===== src/rtl/fetch_unit_pkg.sv =====
// Shared definitions for the instruction-fetch stage: field ranges, FSM states,
// default reset PC and the address-forming helpers used by next-PC logic.
package fetch_unit_pkg;

  localparam logic [31:0] DEFAULT_RESET_PC = 32'h0000_0000;

  localparam int OPCODE_HI = 31;
  localparam int OPCODE_LO = 26;
  localparam int JIDX_W    = 26;
  localparam int IMM_W     = 16;

  typedef enum logic [1:0] {
    ST_IDLE  = 2'd0,
    ST_FETCH = 2'd1,
    ST_VALID = 2'd2
  } fetch_state_e;

  function automatic logic [31:0] jump_target(input logic [3:0]        seg,
                                              input logic [JIDX_W-1:0] idx);
    return {seg, idx, 2'b00};
  endfunction

  // Sign-extended word offset; adding it to an unsigned PC wraps modulo 2^32.
  function automatic logic [31:0] branch_offset(input logic [IMM_W-1:0] imm);
    return {{14{imm[IMM_W-1]}}, imm, 2'b00};
  endfunction

endpackage


===== src/rtl/fetch_unit_next_pc_logic.sv =====
// Combinational next-PC selection: jump beats a taken branch, else fall through.
module next_pc_logic
  import fetch_unit_pkg::*;
(
  input  logic [31:0]       i_pc_plus4,
  input  logic [JIDX_W-1:0] i_instr_idx,
  input  logic              i_jump,
  input  logic              i_branch,
  input  logic              i_invertzero,
  input  logic              i_alu_zero,
  output logic [31:0]       o_next_pc
);

  logic w_taken;

  assign w_taken = i_branch & (i_alu_zero ^ i_invertzero);

  always_comb begin
    o_next_pc = i_pc_plus4;
    if (i_jump) begin
      o_next_pc = jump_target(i_pc_plus4[31:28], i_instr_idx);
    end else if (w_taken) begin
      o_next_pc = i_pc_plus4 + branch_offset(i_instr_idx[IMM_W-1:0]);
    end
  end

endmodule


===== src/rtl/fetch_unit.sv =====
// Instruction-fetch stage: PC, req/ack instruction fetch, instruction register
// held until retired, and a sticky watchdog on slow fetches.
module fetch_unit
  import fetch_unit_pkg::*;
#(
  parameter logic [31:0] RESET_PC       = DEFAULT_RESET_PC,
  parameter int          TIMEOUT_CYCLES = 16
) (
  input  logic        clk,
  input  logic        reset,
  output logic        imem_req,
  output logic [31:0] imem_addr,
  input  logic        imem_ack,
  input  logic [31:0] imem_rdata,
  output logic [31:0] instr,
  output logic        instr_valid,
  output logic [31:0] pc,
  output logic [31:0] pc_plus4,
  input  logic        advance,
  input  logic        jump,
  input  logic        branch,
  input  logic        invertzero,
  input  logic        alu_zero,
  output logic        fetch_timeout
);

  localparam int              CNT_W    = $clog2(TIMEOUT_CYCLES + 1);
  localparam logic [CNT_W-1:0] TMO_LIM  = CNT_W'(TIMEOUT_CYCLES);
  localparam logic [CNT_W-1:0] TMO_LAST = CNT_W'(TIMEOUT_CYCLES - 1);

  fetch_state_e     r_state;
  logic [31:0]      r_pc;
  logic [31:0]      r_instr;
  logic             r_valid;
  logic             r_req;
  logic             r_tmo;
  logic [CNT_W-1:0] r_cnt;
  logic [31:0]      w_pc_plus4;
  logic [31:0]      w_next_pc;

  assign w_pc_plus4 = r_pc + 32'd4;

  next_pc_logic u_next_pc (
    .i_pc_plus4   (w_pc_plus4),
    .i_instr_idx  (r_instr[JIDX_W-1:0]),
    .i_jump       (jump),
    .i_branch     (branch),
    .i_invertzero (invertzero),
    .i_alu_zero   (alu_zero),
    .o_next_pc    (w_next_pc)
  );

  always_ff @(posedge clk) begin
    if (reset) begin
      r_state <= ST_IDLE;
      r_pc    <= RESET_PC;
      r_instr <= 32'h0;
      r_valid <= 1'b0;
      r_req   <= 1'b0;
      r_tmo   <= 1'b0;
      r_cnt   <= '0;
    end else begin
      case (r_state)
        ST_IDLE: begin
          r_state <= ST_FETCH;
          r_req   <= 1'b1;
          r_cnt   <= '0;
        end
        ST_FETCH: begin
          if (imem_ack) begin
            r_instr <= imem_rdata;
            r_valid <= 1'b1;
            r_req   <= 1'b0;
            r_state <= ST_VALID;
          end else begin
            // Counter saturates at the limit; the flag itself is sticky until reset.
            if (r_cnt != TMO_LIM) r_cnt <= r_cnt + 1'b1;
            if (r_cnt == TMO_LAST) r_tmo <= 1'b1;
          end
        end
        ST_VALID: begin
          if (advance) begin
            r_pc    <= w_next_pc;
            r_valid <= 1'b0;
            r_req   <= 1'b1;
            r_cnt   <= '0;
            r_state <= ST_FETCH;
          end
        end
        default: begin
          r_state <= ST_IDLE;
          r_req   <= 1'b0;
        end
      endcase
    end
  end

  assign imem_req      = r_req;
  assign imem_addr     = r_pc;
  assign instr         = r_instr;
  assign instr_valid   = r_valid;
  assign pc            = r_pc;
  assign pc_plus4      = w_pc_plus4;
  assign fetch_timeout = r_tmo;

endmodule


===== config.mk =====
export PLATFORM = sky130hd
export DESIGN_NAME = fetch_unit
export DESIGN_NICKNAME = d
export VERILOG_FILES = /design/src/rtl/fetch_unit_pkg.sv /design/src/rtl/fetch_unit_next_pc_logic.sv /design/src/rtl/fetch_unit.sv
export SDC_FILE = /design/constraint.sdc
export NUM_CORES = 1
export LEC_CHECK = 0
export CORE_MARGIN = 2
export CORE_UTILIZATION = 44
export DETAILED_ROUTE_END_ITERATION = 6
export GPL_TIMING_DRIVEN = 0
export MAX_ROUTING_LAYER = met4
export PLACE_DENSITY = 0.86
export SLEW_MARGIN = 20
export SYNTH_ARGS = -nofsm -noshare
export SYNTH_HDL_FRONTEND = slang
export SYNTH_HIERARCHICAL = 1
export SYNTH_SLANG_ARGS = --single-unit

===== constraint.sdc =====
create_clock -name clk -period 3.1 [get_ports clk]
set_input_delay 0.62 -clock clk [delete_from_list [all_inputs] [get_ports clk]]
set_output_delay 0.62 -clock clk [all_outputs]
set_load 0.01 [all_outputs]

Word level (Yosys, flattened, before mapping)
Cells that the tools add are included.
{ "op_classes": {"reduce_logical": 9, "bitwise": 3, "add_sub_neg": 3, "n_mux": 15, "n_eq_ne": 8} }
{ "ops": {"columns": ["cell", "n"], "rows": [
  ["$mux 32", 2],
  ["$add 32x3->32 const B", 1],
  ["$add 32x32->32", 1],
  ["$mux 5", 3],
  ["$pmux 5 s3", 1],
  ["$ne 2x2->1 const B", 4],
  ["$pmux 2 s3", 1],
  ["$reduce_and 2->1", 3],
  ["$reduce_and 3->1", 2],
  ["$add 5x1->5 const B", 1],
  ["$eq 5x4->1 const B", 1],
  ["$ne 5x5->1 const B", 1],
  ["$mux 1", 4],
  ["$mux 2", 2],
  ["$reduce_and 4->1", 1],
  ["$pmux 1 s3", 1],
  ["$reduce_bool 3->1", 1],
  ["$eq 2x1->1 const B", 1],
  ["$eq 2x2->1 const B", 1],
  ["$logic_not 2->1", 1],
  ["$pmux 1 s2", 1],
  ["$reduce_bool 2->1", 1],
  ["$and 1x1->1", 1],
  ["$not 1->1", 1],
  ["$xor 1x1->1", 1]
]} }
{ "totals": {"ff_bits": 74, "input_bits": 40, "output_inout_bits": 131, "word_cells": 45} }

Logic depth before layout (Yosys ltp)
Gate-level depths: netlist of run 1.
{ "depth": {"word_depth": 4, "depth_mapped": 17, "ltp_nobuf": 15} }

Cells and area by module
Netlist of run 1, hierarchy kept.
{ "modules_own_cells": {"columns": ["mod", "seq_area_each_um2", "n_inst", "cells_each", "area_each_um2"], "rows": [
  ["fetch_unit", 1481.4, 1, 459, 3544.6],
  ["next_pc_logic", 0.0, 1, 345, 2259.7]
]} }

Worst setup path after synthesis of run 1
Ideal clock, no wire load.
{ "synth_path": {"kind": "register to register", "start": "register r_pc[2], in the netlist imem_addr[2]", "end": "register r_pc[30], in the netlist imem_addr[30]", "path_slack_ns": -0.537, "n_path_buf": 1, "stages_incl_launch_ff": 16, "synth_period_minus_slack_ns": 3.637, "t_arrival_ns": 3.567, "required_ns": 3.030, "cell_sequence": "dfxtp_1 > ha_1 > nand3_1 > or3_1 > buf_2 > nor3_2 > xor2_1 > ha_1 > and2_1 > and3_1 > a221o_1 > a221o_1 > o31a_1 > nand2_1 > nand2_1 > a21oi_1"} }
{ "synth_via": {"elab_chain_len": 4} }
{ "synth_rtl": {"columns": ["element", "line", "text"], "rows": [
  ["start, declared", "fetch_unit.sv:32", "logic [31:0] r_pc;"],
  ["start signal, assigned", "fetch_unit.sv:83", "r_pc <= w_next_pc;"],
  ["$add 32x3->32", "fetch_unit.sv:41", "assign w_pc_plus4 = r_pc + 32'd4;"],
  ["via pc_plus4[20]", "fetch_unit.sv:18", "output logic [31:0] pc_plus4,"],
  ["$add 32x32->32", "fetch_unit_next_pc_logic.sv:23", "o_next_pc = i_pc_plus4 + branch_offset(i_instr_idx[IMM_W-1:0]);"],
  ["$mux 32", "fetch_unit_next_pc_logic.sv:22", "end else if (w_taken) begin"],
  ["$mux 32", "fetch_unit_next_pc_logic.sv:20", "if (i_jump) begin"],
  ["via w_next_pc[30]", "fetch_unit.sv:39", "logic [31:0] w_next_pc;"]
]} }
The timed path passes the listed nets, and every way through them passes these cells.
A chain may end at the register's enable or synchronous reset.

Final worst setup path of run 1
{ "layout_path": {"start": "register r_pc[2], in the netlist imem_addr[2]", "end": "register r_pc[26], in the netlist imem_addr[26]"} }
{ "layout_via": {"elab_chain_len": 4} }
{ "layout_rtl": {"columns": ["element", "line"], "rows": [
  ["$add 32x3->32 (*)", "fetch_unit.sv:41"],
  ["$add 32x32->32", "fetch_unit_next_pc_logic.sv:23"],
  ["$mux 32 (*)", "fetch_unit_next_pc_logic.sv:22"],
  ["$mux 32 (*)", "fetch_unit_next_pc_logic.sv:20"],
  ["via w_next_pc[26]", "fetch_unit.sv:39"]
]} }
Mark *: on every way through the listed nets, which the timed path passes. The rest lies on a longest branch.

==> results of run 1 <==
layout make-up:
class / count / area [um^2]
Tap cell: 172 / 215
Sequential cell: 74 / 1540
Fill cell: 816 / 3260
Buffer: 75 / 460
Multi-Input combinational cell: 637 / 4660
Clock buffer: 10 / 229
Inverter: 15 / 56.3
Timing Repair Buffer: 249 / 2310
Clock inverter: 6 / 40.0
flip-flops by register name, summed over array words and instances, names as in the netlist:
signal,count
r_cnt,5
instr,32
fetch_timeout,1
instr_valid,1
imem_addr,32
imem_req,1
r_state,2
metrics by stage:
stage,power [uW],hold slack (ns)
2_1_floorplan,1210,0.462
3_3_place_gp,1380,0.442
3_5_place_dp,1380,0.451
4_1_cts,2350,0.461
5_1_grt,2460,0.477
6_report,2400,0.455
worst reg2reg max path: stages (launching register included):
cell and delay, ns:
sky130_fd_sc_hd__dfxtp_4 0.40, sky130_fd_sc_hd__ha_4 0.16, sky130_fd_sc_hd__nand3_4 0.08, sky130_fd_sc_hd__or3_4 0.38, sky130_fd_sc_hd__buf_8 0.16, sky130_fd_sc_hd__nor3_4 0.14
sky130_fd_sc_hd__xor2_2 0.30, sky130_fd_sc_hd__ha_4 0.28, sky130_fd_sc_hd__and2_4 0.15, sky130_fd_sc_hd__and3_4 0.18, sky130_fd_sc_hd__a221o_1 0.39, sky130_fd_sc_hd__a21o_1 0.18
sky130_fd_sc_hd__a31oi_1 0.18, sky130_fd_sc_hd__xor2_1 0.34, sky130_fd_sc_hd__o221ai_1 0.16, sky130_fd_sc_hd__nand2_1 0.10, sky130_fd_sc_hd__a21oi_1 0.06
cell usage after synthesis (all sizes together), types with 6 or more instances:
master,instances
a21o,10
a21oi,120
and2,6
and3,8
buf,47
clkbuf,31
dfxtp,74
ha,33
inv,15
mux2i,8
nand2,193
nand3,18
nand4,14
nor2,35
nor2b,7
nor3,15
nor3b,9
o211ai,7
o21ai,34
xnor2,16
xor2,33
logic make-up after synthesis:
logic type,synth area share
AND/OR/NAND/NOR,0.269
AO/OA/AOI/OAI,0.224
buffers and inverters,0.0858
flip-flops,0.255
XOR/XNOR,0.0739
adder cells (fa/ha/maj),0.0746
multiplexers,0.0177
timing repair:
| item | 4_1_cts | 5_1_grt |
|---|---|---|
| gates resized for setup | 115 | 60 |
| endpoints found under the setup margin | 32 | 31 |
| pin swaps | 45 | 40 |
| gates cloned | 1 | 0 |
| buffers inserted | 62 | 17 |
power breakdown:
part	total, uW	internal (uW)	switching, uW
clock	983	543	440
combinational	411	180	231
sequential	1010	965	41.5
worst max-delay path by stage:
stage	startpoint	end	slack, ns	cells after the start
2_1_floorplan	imem_addr[5]	imem_addr[30]	-0.19	16
3_3_place_gp	imem_addr[5]	imem_addr[26]	-0.69	16
3_5_place_dp	imem_addr[15]	imem_addr[26]	-0.70	15
4_1_cts	imem_addr[2]	imem_addr[26]	-0.50	16
5_1_grt	imem_addr[2]	imem_addr[31]	-0.69	16
6_report	imem_addr[2]	imem_addr[26]	-0.67	16
per-layer routing:
| metal | share of wire | vias to the layer above | track usage | wire, um |
|---|---|---|---|---|
| met3 | 0.11 | 132 | 0.0623 | 2870 |
| met4 | 0.041 | 0 | 0.110 | 1050 |
| met1 | 0.38 | 3540 | 0.432 | 9650 |
| li1 | - | 3274 | - | - |
| met2 | 0.47 | 561 | 0.536 | 11900 |
| met5 | 0 | - | - | 0 |
==> impl_metrics.py, run 1 <==
metrics = {
    "status": {
        "result_of_the_run": "finished with violations",
        "violations": "design-rule violations, negative setup slack",
    },
    "die": {
        "die_height_um": 119,
        "initial_utilization": 0.454,
        "placeableCoreArea_um2": 12800,
        "die_width_um": 119,
        "core.rowCount": 41,
        "pin_count": 171,
        "fp.dieArea_um2": 14100,
    },
    "timing": {
        "timing_hold_violations_final": 0,
        "slew_headroom": 0.171,
        "final.setup.worst_slack_ns": -0.667,
        "post-route-min-period_ns": 3.77,
        "setup-violations-final": 20,
        "fmaxAchievable_mhz": 265,
        "final_slew_viol_count": 0,
        "grt_setup_unrepaired": "true",
        "fin_crit_sh": 1.22,
        "tightest_slew_ns": 1.24,
        "timing.setup.tns_ns": -6.94,
        "finClkSkew_ns": 0.0115,
    },
    "cells_and_area": {
        "final_cell_area_um2": 9520,
        "final_cell_mix": "sky130_fd_sc_hd__nand2_1, sky130_fd_sc_hd__clkdlybuf4s50_1, sky130_fd_sc_hd__buf_4",
        "final_common_cell": "sky130_fd_sc_hd__nand2_1",
        "final_layout_size_suffix_gt1_frac": 0.276,
        "diodes": 0,
        "area_delta_synth_final_pct": 64.0,
        "utilization_after_layout": 0.745,
        "final_nets": 1135,
        "layoutNonFillerInstCount": 1238,
    },
    "clock_network": {
        "tritoncts": "done",
        "hold_buffers": 0,
        "ctsLongestPathBuffers": 2,
        "clock_tree.htree_level_count": 3,
        "clkSinkCount": 74,
        "clock_insertion_delay_worst_skew_ns": 0.34,
        "cts_root_buffer": "sky130_fd_sc_hd__clkbuf_16",
        "cts_buffers": 9,
        "worst_setup_hold_path_clk_slew_ns": 0.06,
    },
    "place": {
        "placed_instances": 1145,
        "portBuffers": 169,
        "place.gp.congestion": 1.00,
        "place_area_um2": 7920,
        "dp.final_hpwl_mm": 15.9,
        "post-place-ws_ns": -0.702,
    },
    "detailed_routing": {
        "initialDrtViolationCount": 1056,
        "via_count": 7507,
        "drc_errors": 3,
        "drt-vias-per-instance": 6.06,
        "ant_nets": 0,
        "post_drt_wl_per_cell_um": 20.5,
        "totalWireLength_mm": 25.4,
        "first_pass_iters": 7,
    },
    "synth": {
        "netlist.area_leader.share": 0.255,
        "synth_cell_types": 68,
        "count_of_flip_flops_with_a_built_in_enable_after_synthesis": 0,
        "synth-seq-cells": 74,
        "postSynth.asyncResetShare": 0,
        "synth_sequential_area_ratio": 0.255,
        "synth.yosys.warnings": 6,
        "mappedNetlistArea_um2": 5800,
        "mappedNetlistNets": 878,
        "postSynth.topFlopCell": "sky130_fd_sc_hd__dfxtp_1",
        "netlist.top_cell.by_area": "sky130_fd_sc_hd__dfxtp_1",
        "average_cell_area_after_synthesis_um2": 7.22,
        "dominant_cells_by_area_after_synthesis": "sky130_fd_sc_hd__dfxtp_1, sky130_fd_sc_hd__nand2_1, sky130_fd_sc_hd__a21oi_1, sky130_fd_sc_hd__ha_1, sky130_fd_sc_hd__xor2_1",
        "synth_cells": 804,
    },
    "critical_path": {
        "worstPathCellList": "ha_4 > nand3_4 > or3_4 > buf_8 > nor3_4 > xor2_2 > ha_4 > and2_4 > and3_4 > a221o_1 > a21o_1 > a31oi_1 > xor2_1 > o221ai_1 > nand2_1 > a21oi_1",
        "critical_path_arrival_ns": 3.97,
        "timing.critical_path.buf_inv": 1,
        "critical-path-max-stage-delay_ns": 0.40,
        "r2r_setup_slack_ns": -0.67,
        "kind_of_end_point_of_the_critical_path": "flop",
        "worstPathRequired_ns": 3.30,
        "r2r_end": "imem_addr[26]",
        "critPathTopFamily": "simple AND/OR/NAND/NOR gates",
        "reg2reg_depth": 16,
        "crit_path_top_delay_cell": "sky130_fd_sc_hd__dfxtp_4",
        "worst_setup_path_start_kind": "flop",
        "crit_path_class": "reg -> reg",
        "r2r_start": "imem_addr[2]",
        "critical_path.max_fanout": 5,
        "crit_path_frequent_cell": "sky130_fd_sc_hd__ha_4",
    },
    "global_route": {
        "grt_pass1_vias": 6965,
        "groute.usage.overall": 0.337,
        "grt_antenna_before_repair": 0,
        "grt_max_degree": 22,
        "grt_pass1_wl_mm": 37.1,
        "grt_overflow_total": 0,
    },
    "min_path": {
        "holdCritStartpoint": "instr[29]",
        "worst_hold_path_type": "reg -> reg",
        "holdPathEnd": "instr[29]",
        "worst_hold_path.num_cells": 2,
    },
    "power": {
        "max-vdd-ir-drop_mv": 0.246,
        "pd_cells_nw_per_um2": 252,
        "leakage_uw": 0.00393,
    },
    "job": {
        "max-cap-violations": 0,
    },
}
No activity file was read; power rests on OpenSTA's default activity.
==> run 2, diff against run 1 <==
--- a/config.mk
+++ b/config.mk
@@ -6,11 +6,11 @@
 export NUM_CORES = 1
 export LEC_CHECK = 0
 export CORE_MARGIN = 2
-export CORE_UTILIZATION = 44
+export CORE_UTILIZATION = 27
 export DETAILED_ROUTE_END_ITERATION = 6
 export GPL_TIMING_DRIVEN = 0
 export MAX_ROUTING_LAYER = met4
-export PLACE_DENSITY = 0.86
+export PLACE_DENSITY = 0.6
 export SLEW_MARGIN = 20
 export SYNTH_ARGS = -nofsm -noshare
 export SYNTH_HDL_FRONTEND = slang
==> impl_metrics.py, run 2 (synthesized netlist as in run 1, its figures left out) <==
metrics = {
    "status": {
        "result_of_the_run": "finished with violations",
        "violations": "negative setup slack",
    },
    "place": {
        "post-place-ws_ns": -0.711,
        "place.gp.congestion": 0.893,
        "portBuffers": 169,
        "dp.final_hpwl_mm": 17.5,
        "place_area_um2": 8050,
    },
    "power": {
        "max-vdd-ir-drop_mv": 0.263,
        "total_switching_power_uw": 694,
        "p_total_uw": 2560,
        "internal_power_uw": 1870,
        "netSwitchingFraction": 0.271,
        "leakage_uw": 0.00399,
        "power_frac_comb": 0.157,
        "pd_cells_nw_per_um2": 264,
        "clockPowerShare": 0.450,
        "share_seq_of_total_power": 0.393,
    },
    "timing": {
        "slew_headroom": 0.292,
        "timing.setup.tns_ns": -4.20,
        "fin_crit_sh": 1.16,
        "fmaxAchievable_mhz": 277,
        "post-route-min-period_ns": 3.61,
        "final.setup.worst_slack_ns": -0.508,
        "tightest_slew_ns": 1.06,
        "final_slew_viol_count": 0,
        "setup-violations-final": 14,
        "finClkSkew_ns": 0.00948,
        "grt_setup_unrepaired": "true",
        "timing_hold_violations_final": 0,
        "final.hold.worst_slack_ns": 0.453,
    },
    "detailed_routing": {
        "first_pass_iters": 4,
        "totalWireLength_mm": 24.1,
        "drt-vias-per-instance": 5.05,
        "initialDrtViolationCount": 358,
        "post_drt_wl_per_cell_um": 18.0,
        "ant_nets": 0,
        "via_count": 6758,
        "drc_errors": 0,
    },
    "cells_and_area": {
        "final_common_cell": "sky130_fd_sc_hd__nand2_1",
        "final_cell_area_um2": 9700,
        "fillers": 2086,
        "area_delta_synth_final_pct": 67.1,
        "final_cell_mix": "sky130_fd_sc_hd__nand2_1, sky130_fd_sc_hd__clkdlybuf4s50_1, sky130_fd_sc_hd__buf_4",
        "final_nets": 1133,
        "final_layout_size_suffix_gt1_frac": 0.273,
        "layout.area.seq_um2": 1540,
        "diodes": 0,
        "multiInputGateArea_um2": 4640,
    },
    "critical_path": {
        "crit_path_class": "reg -> reg",
        "reg2reg_depth": 14,
        "critical-path-max-stage-delay_ns": 0.48,
        "worst_setup_path_start_kind": "flop",
        "timing.critical_path.buf_inv": 0,
        "worstPathCellList": "nand4_1 > or3_4 > nand2b_1 > xnor2_2 > ha_4 > a21oi_2 > o21ai_2 > a221o_1 > a21o_1 > a31oi_1 > xor2_1 > o221ai_1 > nand2_1 > a21oi_1",
        "crit_end": "imem_addr[26]",
        "r2r_start": "imem_addr[5]",
        "r2r_end": "imem_addr[26]",
        "kind_of_end_point_of_the_critical_path": "flop",
        "critPathTopFamily": "compound AO/OA/AOI/OAI gates",
        "timing.critical_path.depth": 14,
        "crit_start": "imem_addr[5]",
        "worstPathRequired_ns": 3.31,
        "r2r_setup_slack_ns": -0.51,
        "critical_path.max_fanout": 5,
        "critical_path_arrival_ns": 3.81,
        "crit_path_top_delay_cell": "sky130_fd_sc_hd__or3_4",
    },
    "die": {
        "pin_count": 171,
        "placeableCoreArea_um2": 21100,
        "die_height_um": 151,
        "die_width_um": 151,
        "fp.dieArea_um2": 22700,
        "initial_utilization": 0.275,
        "core.rowCount": 53,
    },
    "global_route": {
        "grt_overflow_total": 0,
        "grt_pass1_wl_mm": 36.1,
        "grt_antenna_before_repair": 0,
        "grt_max_degree": 22,
        "grt_pass1_vias": 6363,
        "groute.usage.overall": 0.212,
    },
    "clock_network": {
        "worst_setup_hold_path_clk_slew_ns": 0.06,
        "clkSinkCount": 74,
        "hold_buffers": 0,
        "clock_insertion_delay_worst_skew_ns": 0.34,
        "cts_root_buffer": "sky130_fd_sc_hd__clkbuf_16",
        "clock_tree.htree_level_count": 3,
        "cts_buffers": 9,
        "ctsLongestPathBuffers": 2,
        "tritoncts": "done",
    },
    "min_path": {
        "worst_hold_path_type": "reg -> reg",
        "worst_hold_path.num_cells": 2,
        "holdCritStartpoint": "instr[27]",
    },
    "job": {
        "max-cap-violations": 0,
    },
}
-- run 2: cell count changes in the layout (fill, tap and decap cells not counted), moves of 3 or more --
cell,before,now
sky130_fd_sc_hd__buf_6,2,9
sky130_fd_sc_hd__o21ai_1,14,8
sky130_fd_sc_hd__xor2_2,21,15
sky130_fd_sc_hd__buf_4,113,108
sky130_fd_sc_hd__o21ai_2,3,7
sky130_fd_sc_hd__xor2_1,12,16
sky130_fd_sc_hd__dlygate4sd2_1,6,9
-- run 2: how the worst min path moves through the flow --
stage | to | slack [ns]
after floorplan | r_cnt[4] | 0.46
after global placement | instr[27] | 0.44
after detailed placement | instr[27] | 0.45
after CTS | instr[27] | 0.45
after global routing | instr[27] | 0.47
final | instr[27] | 0.45
-- run 2: area by class of cell --
cell class              instances  area share
multi-input cells             637       0.479
clock inverters                 4     0.00555
flip-flops and latches         74       0.159
clock buffers                  12      0.0286
repair buffers                248       0.240
well taps                     275      0.0355
inverters                      15     0.00581
plain buffers                  74      0.0470
-- run 2: routing by layer --
layer | vias up | global-route usage | part of all wire
met5 | - | - | 0
met4 | 0 | 0.0771 | 0.030
met3 | 45 | 0.0339 | 0.063
met2 | 252 | 0.331 | 0.47
met1 | 3188 | 0.278 | 0.43
li1 | 3273 | - | -
-- run 2: timing repair --
action                     4_1_cts  5_1_grt
cloned                           0        0
setup buffers                   58       21
setup endpoints to repair       35       26
pin swaps                       52       41
resized for setup              118       62
-- run 2: metrics by stage --
step,std cells,util
after detailed placement,1248,0.382
after CTS,1319,0.442
after floorplan,804,-
after global placement,1248,0.382
final,1339,0.460
after global routing,1339,0.460
-- run 2: power by group through the flow --
stage / Clock [uW] / Sequential [uW] / Combinational, uW
2_1_floorplan: 0 / 1030 / 178
3_3_place_gp: 0 / 1030 / 362
3_5_place_dp: 0 / 1030 / 363
4_1_cts: 1170 / 1010 / 387
5_1_grt: 1220 / 1010 / 434
6_report: 1150 / 1010 / 401
-- run 2: worst register-to-register path, stage by stage, from the launching register on --
cell and delay [ns]:
sky130_fd_sc_hd__dfxtp_4 0.38, sky130_fd_sc_hd__nand4_1 0.15, sky130_fd_sc_hd__or3_4 0.48, sky130_fd_sc_hd__nand2b_1 0.20, sky130_fd_sc_hd__xnor2_2 0.28, sky130_fd_sc_hd__ha_4 0.28, sky130_fd_sc_hd__a21oi_2 0.20, sky130_fd_sc_hd__o21ai_2 0.10
sky130_fd_sc_hd__a221o_1 0.42, sky130_fd_sc_hd__a21o_1 0.18, sky130_fd_sc_hd__a31oi_1 0.17, sky130_fd_sc_hd__xor2_1 0.31, sky130_fd_sc_hd__o221ai_1 0.17, sky130_fd_sc_hd__nand2_1 0.10, sky130_fd_sc_hd__a21oi_1 0.06
==> run 3, diff against run 2 <==
--- a/config.mk
+++ b/config.mk
@@ -5,12 +5,11 @@
 export SDC_FILE = /design/constraint.sdc
 export NUM_CORES = 1
 export LEC_CHECK = 0
-export CORE_MARGIN = 2
-export CORE_UTILIZATION = 27
+export CORE_UTILIZATION = 44
 export DETAILED_ROUTE_END_ITERATION = 6
 export GPL_TIMING_DRIVEN = 0
 export MAX_ROUTING_LAYER = met4
-export PLACE_DENSITY = 0.6
+export PLACE_DENSITY = 0.86
 export SLEW_MARGIN = 20
 export SYNTH_ARGS = -nofsm -noshare
 export SYNTH_HDL_FRONTEND = slang
==> impl_metrics.py, run 3 (synthesized netlist as in run 1, its figures left out) <==
metrics = {
    "status": {
        "result_of_the_run": "finished with violations",
        "violations": "design-rule violations, negative setup slack",
    },
    "critical_path": {
        "worst_setup_path_start_kind": "flop",
        "critical-path-max-stage-delay_ns": 0.69,
        "worstPathRequired_ns": 3.30,
        "crit_path_class": "reg -> reg",
        "critical_path.max_fanout": 10,
        "worstPathCellList": "nand3_4 > buf_12 > nor3_4 > xor2_4 > ha_4 > and2_4 > and3_4 > a221o_1 > a21o_1 > a31oi_1 > xor2_1 > o221ai_1 > nand2_1 > a21oi_2",
        "critical_path_arrival_ns": 4.35,
        "kind_of_end_point_of_the_critical_path": "flop",
        "crit_path_top_delay_cell": "sky130_fd_sc_hd__dfxtp_1",
    },
    "clock_network": {
        "cts_root_buffer": "sky130_fd_sc_hd__clkbuf_16",
        "ctsLongestPathBuffers": 2,
        "clkSinkCount": 74,
        "cts_buffers": 9,
        "clock_insertion_delay_worst_skew_ns": 0.33,
        "hold_buffers": 0,
        "clock_tree.htree_level_count": 3,
        "tritoncts": "done",
        "worst_setup_hold_path_clk_slew_ns": 0.06,
    },
    "detailed_routing": {
        "via_count": 8369,
        "ant_nets": 0,
        "drc_errors": 26,
        "initialDrtViolationCount": 1609,
        "totalWireLength_mm": 30.4,
        "first_pass_iters": 7,
        "post_drt_wl_per_cell_um": 24.3,
        "drt-vias-per-instance": 6.68,
    },
    "cells_and_area": {
        "final_common_cell": "sky130_fd_sc_hd__nand2_1",
        "final_cell_mix": "sky130_fd_sc_hd__nand2_1, sky130_fd_sc_hd__clkdlybuf4s50_1, sky130_fd_sc_hd__buf_4",
        "multiInputGateArea_um2": 4730,
        "final_layout_size_suffix_gt1_frac": 0.295,
        "layout.area.seq_um2": 1550,
        "area_delta_synth_final_pct": 68.1,
        "fillers": 762,
        "final_nets": 1149,
        "utilization_after_layout": 0.767,
    },
    "timing": {
        "grt_setup_unrepaired": "true",
        "final.setup.worst_slack_ns": -1.05,
        "slew_headroom": 0.425,
        "fin_crit_sh": 1.34,
        "finClkSkew_ns": 0.0123,
        "post-route-min-period_ns": 4.15,
        "final_slew_viol_count": 0,
        "tightest_slew_ns": 0.863,
        "timing_hold_violations_final": 0,
        "timing.setup.tns_ns": -12.43,
        "fmaxAchievable_mhz": 241,
        "setup-violations-final": 34,
    },
    "power": {
        "max-vdd-ir-drop_mv": 0.241,
        "pd_cells_nw_per_um2": 266,
        "power_frac_comb": 0.172,
        "leakage_uw": 0.00403,
        "total_switching_power_uw": 732,
        "internal_power_uw": 1860,
        "netSwitchingFraction": 0.282,
        "share_seq_of_total_power": 0.389,
        "clockPowerShare": 0.439,
    },
    "global_route": {
        "groute.usage.overall": 0.355,
        "grt_pass1_wl_mm": 35.8,
        "grt_max_degree": 22,
        "grt_overflow_total": 0,
        "grt_pass1_vias": 6790,
        "grt_antenna_before_repair": 1,
    },
    "die": {
        "core.rowCount": 41,
        "pin_count": 171,
        "fp.dieArea_um2": 13700,
        "die_height_um": 117,
        "initial_utilization": 0.456,
        "placeableCoreArea_um2": 12700,
        "die_width_um": 117,
    },
    "min_path": {
        "worst_hold_path_type": "reg -> reg",
    },
    "place": {
        "place.gp.congestion": 0.937,
        "dp.final_hpwl_mm": 15.5,
        "portBuffers": 169,
    },
    "job": {
        "max-cap-violations": 0,
    },
}
[run 3: power groups by stage]
stage	Clock [uW]	Combinational, uW	Sequential (uW)
floorplan	0	178	1030
global placement	0	349	1030
detailed placement	0	354	1030
CTS	1120	387	1000
global route	1180	461	1010
finish	1140	447	1010
[run 3: path summary, 6_finish.rpt]
kind,startpoint,end,slack (ns),cells past startpoint
worst min-delay path,instr[28],instr[28],0.46,2
worst max register to register,imem_addr[18],imem_addr[26],-1.05,14
worst max-delay path,imem_addr[18],imem_addr[26],-1.05,14
worst min register to register,instr[28],instr[28],0.46,2
[run 3: stage by stage]
stage          worst slack [ns]  hold slack, ns  cells  instance area [um^2]  power [uW]
2_1_floorplan            -0.190           0.462    804                  6020        1210
3_3_place_gp             -0.674           0.443   1145                  7920        1380
3_5_place_dp             -0.695           0.449   1145                  7920        1380
4_1_cts                  -0.467           0.458   1208                  9110        2510
5_1_grt                  -0.930           0.473   1253                  9760        2660
6_report                  -1.05           0.456   1253                  9760        2600
[run 3: layer usage]
metal / up-vias / wire, um / global-route usage
li1: 3309 / - / -
met1: 3760 / 10100 / 0.423
met2: 939 / 13200 / 0.561
met3: 361 / 4110 / 0.0721
met4: 0 / 2950 / 0.199
met5: - / 0 / -
[run 3: what timing repair did]
| item | CTS | global route |
|---|---|---|
| cloned | 1 | 0 |
| hold endpoints to repair | 0 | 0 |
| endpoints found under the setup margin | 32 | 34 |
| pin swaps | 61 | 44 |
| setup buffers | 48 | 47 |
| gates resized for setup | 123 | 77 |
[run 3: final cells by class]
class	instances	area share
clock inverter	6	0.00910
buffer	75	0.0481
tap	172	0.0221
timing repair buffer	263	0.248
inverter	15	0.00577
multi-input combinational	637	0.484
clock buffer	10	0.0235
sequential	74	0.159
antenna	1	0.000256
[run 3: worst max-delay path: cells and delay by family, from the launching register on]
| kind | cells | cell delay [ns] |
|---|---|---|
| and+or+nand+nor | 5 | 1.16 |
| DFF | 1 | 0.69 |
| xor gates and xnor gates | 2 | 0.63 |
| AOI/OAI and AO/OA | 5 | 1.01 |
| adders and majority gates | 1 | 0.26 |
| buffers and inverters | 1 | 0.25 |
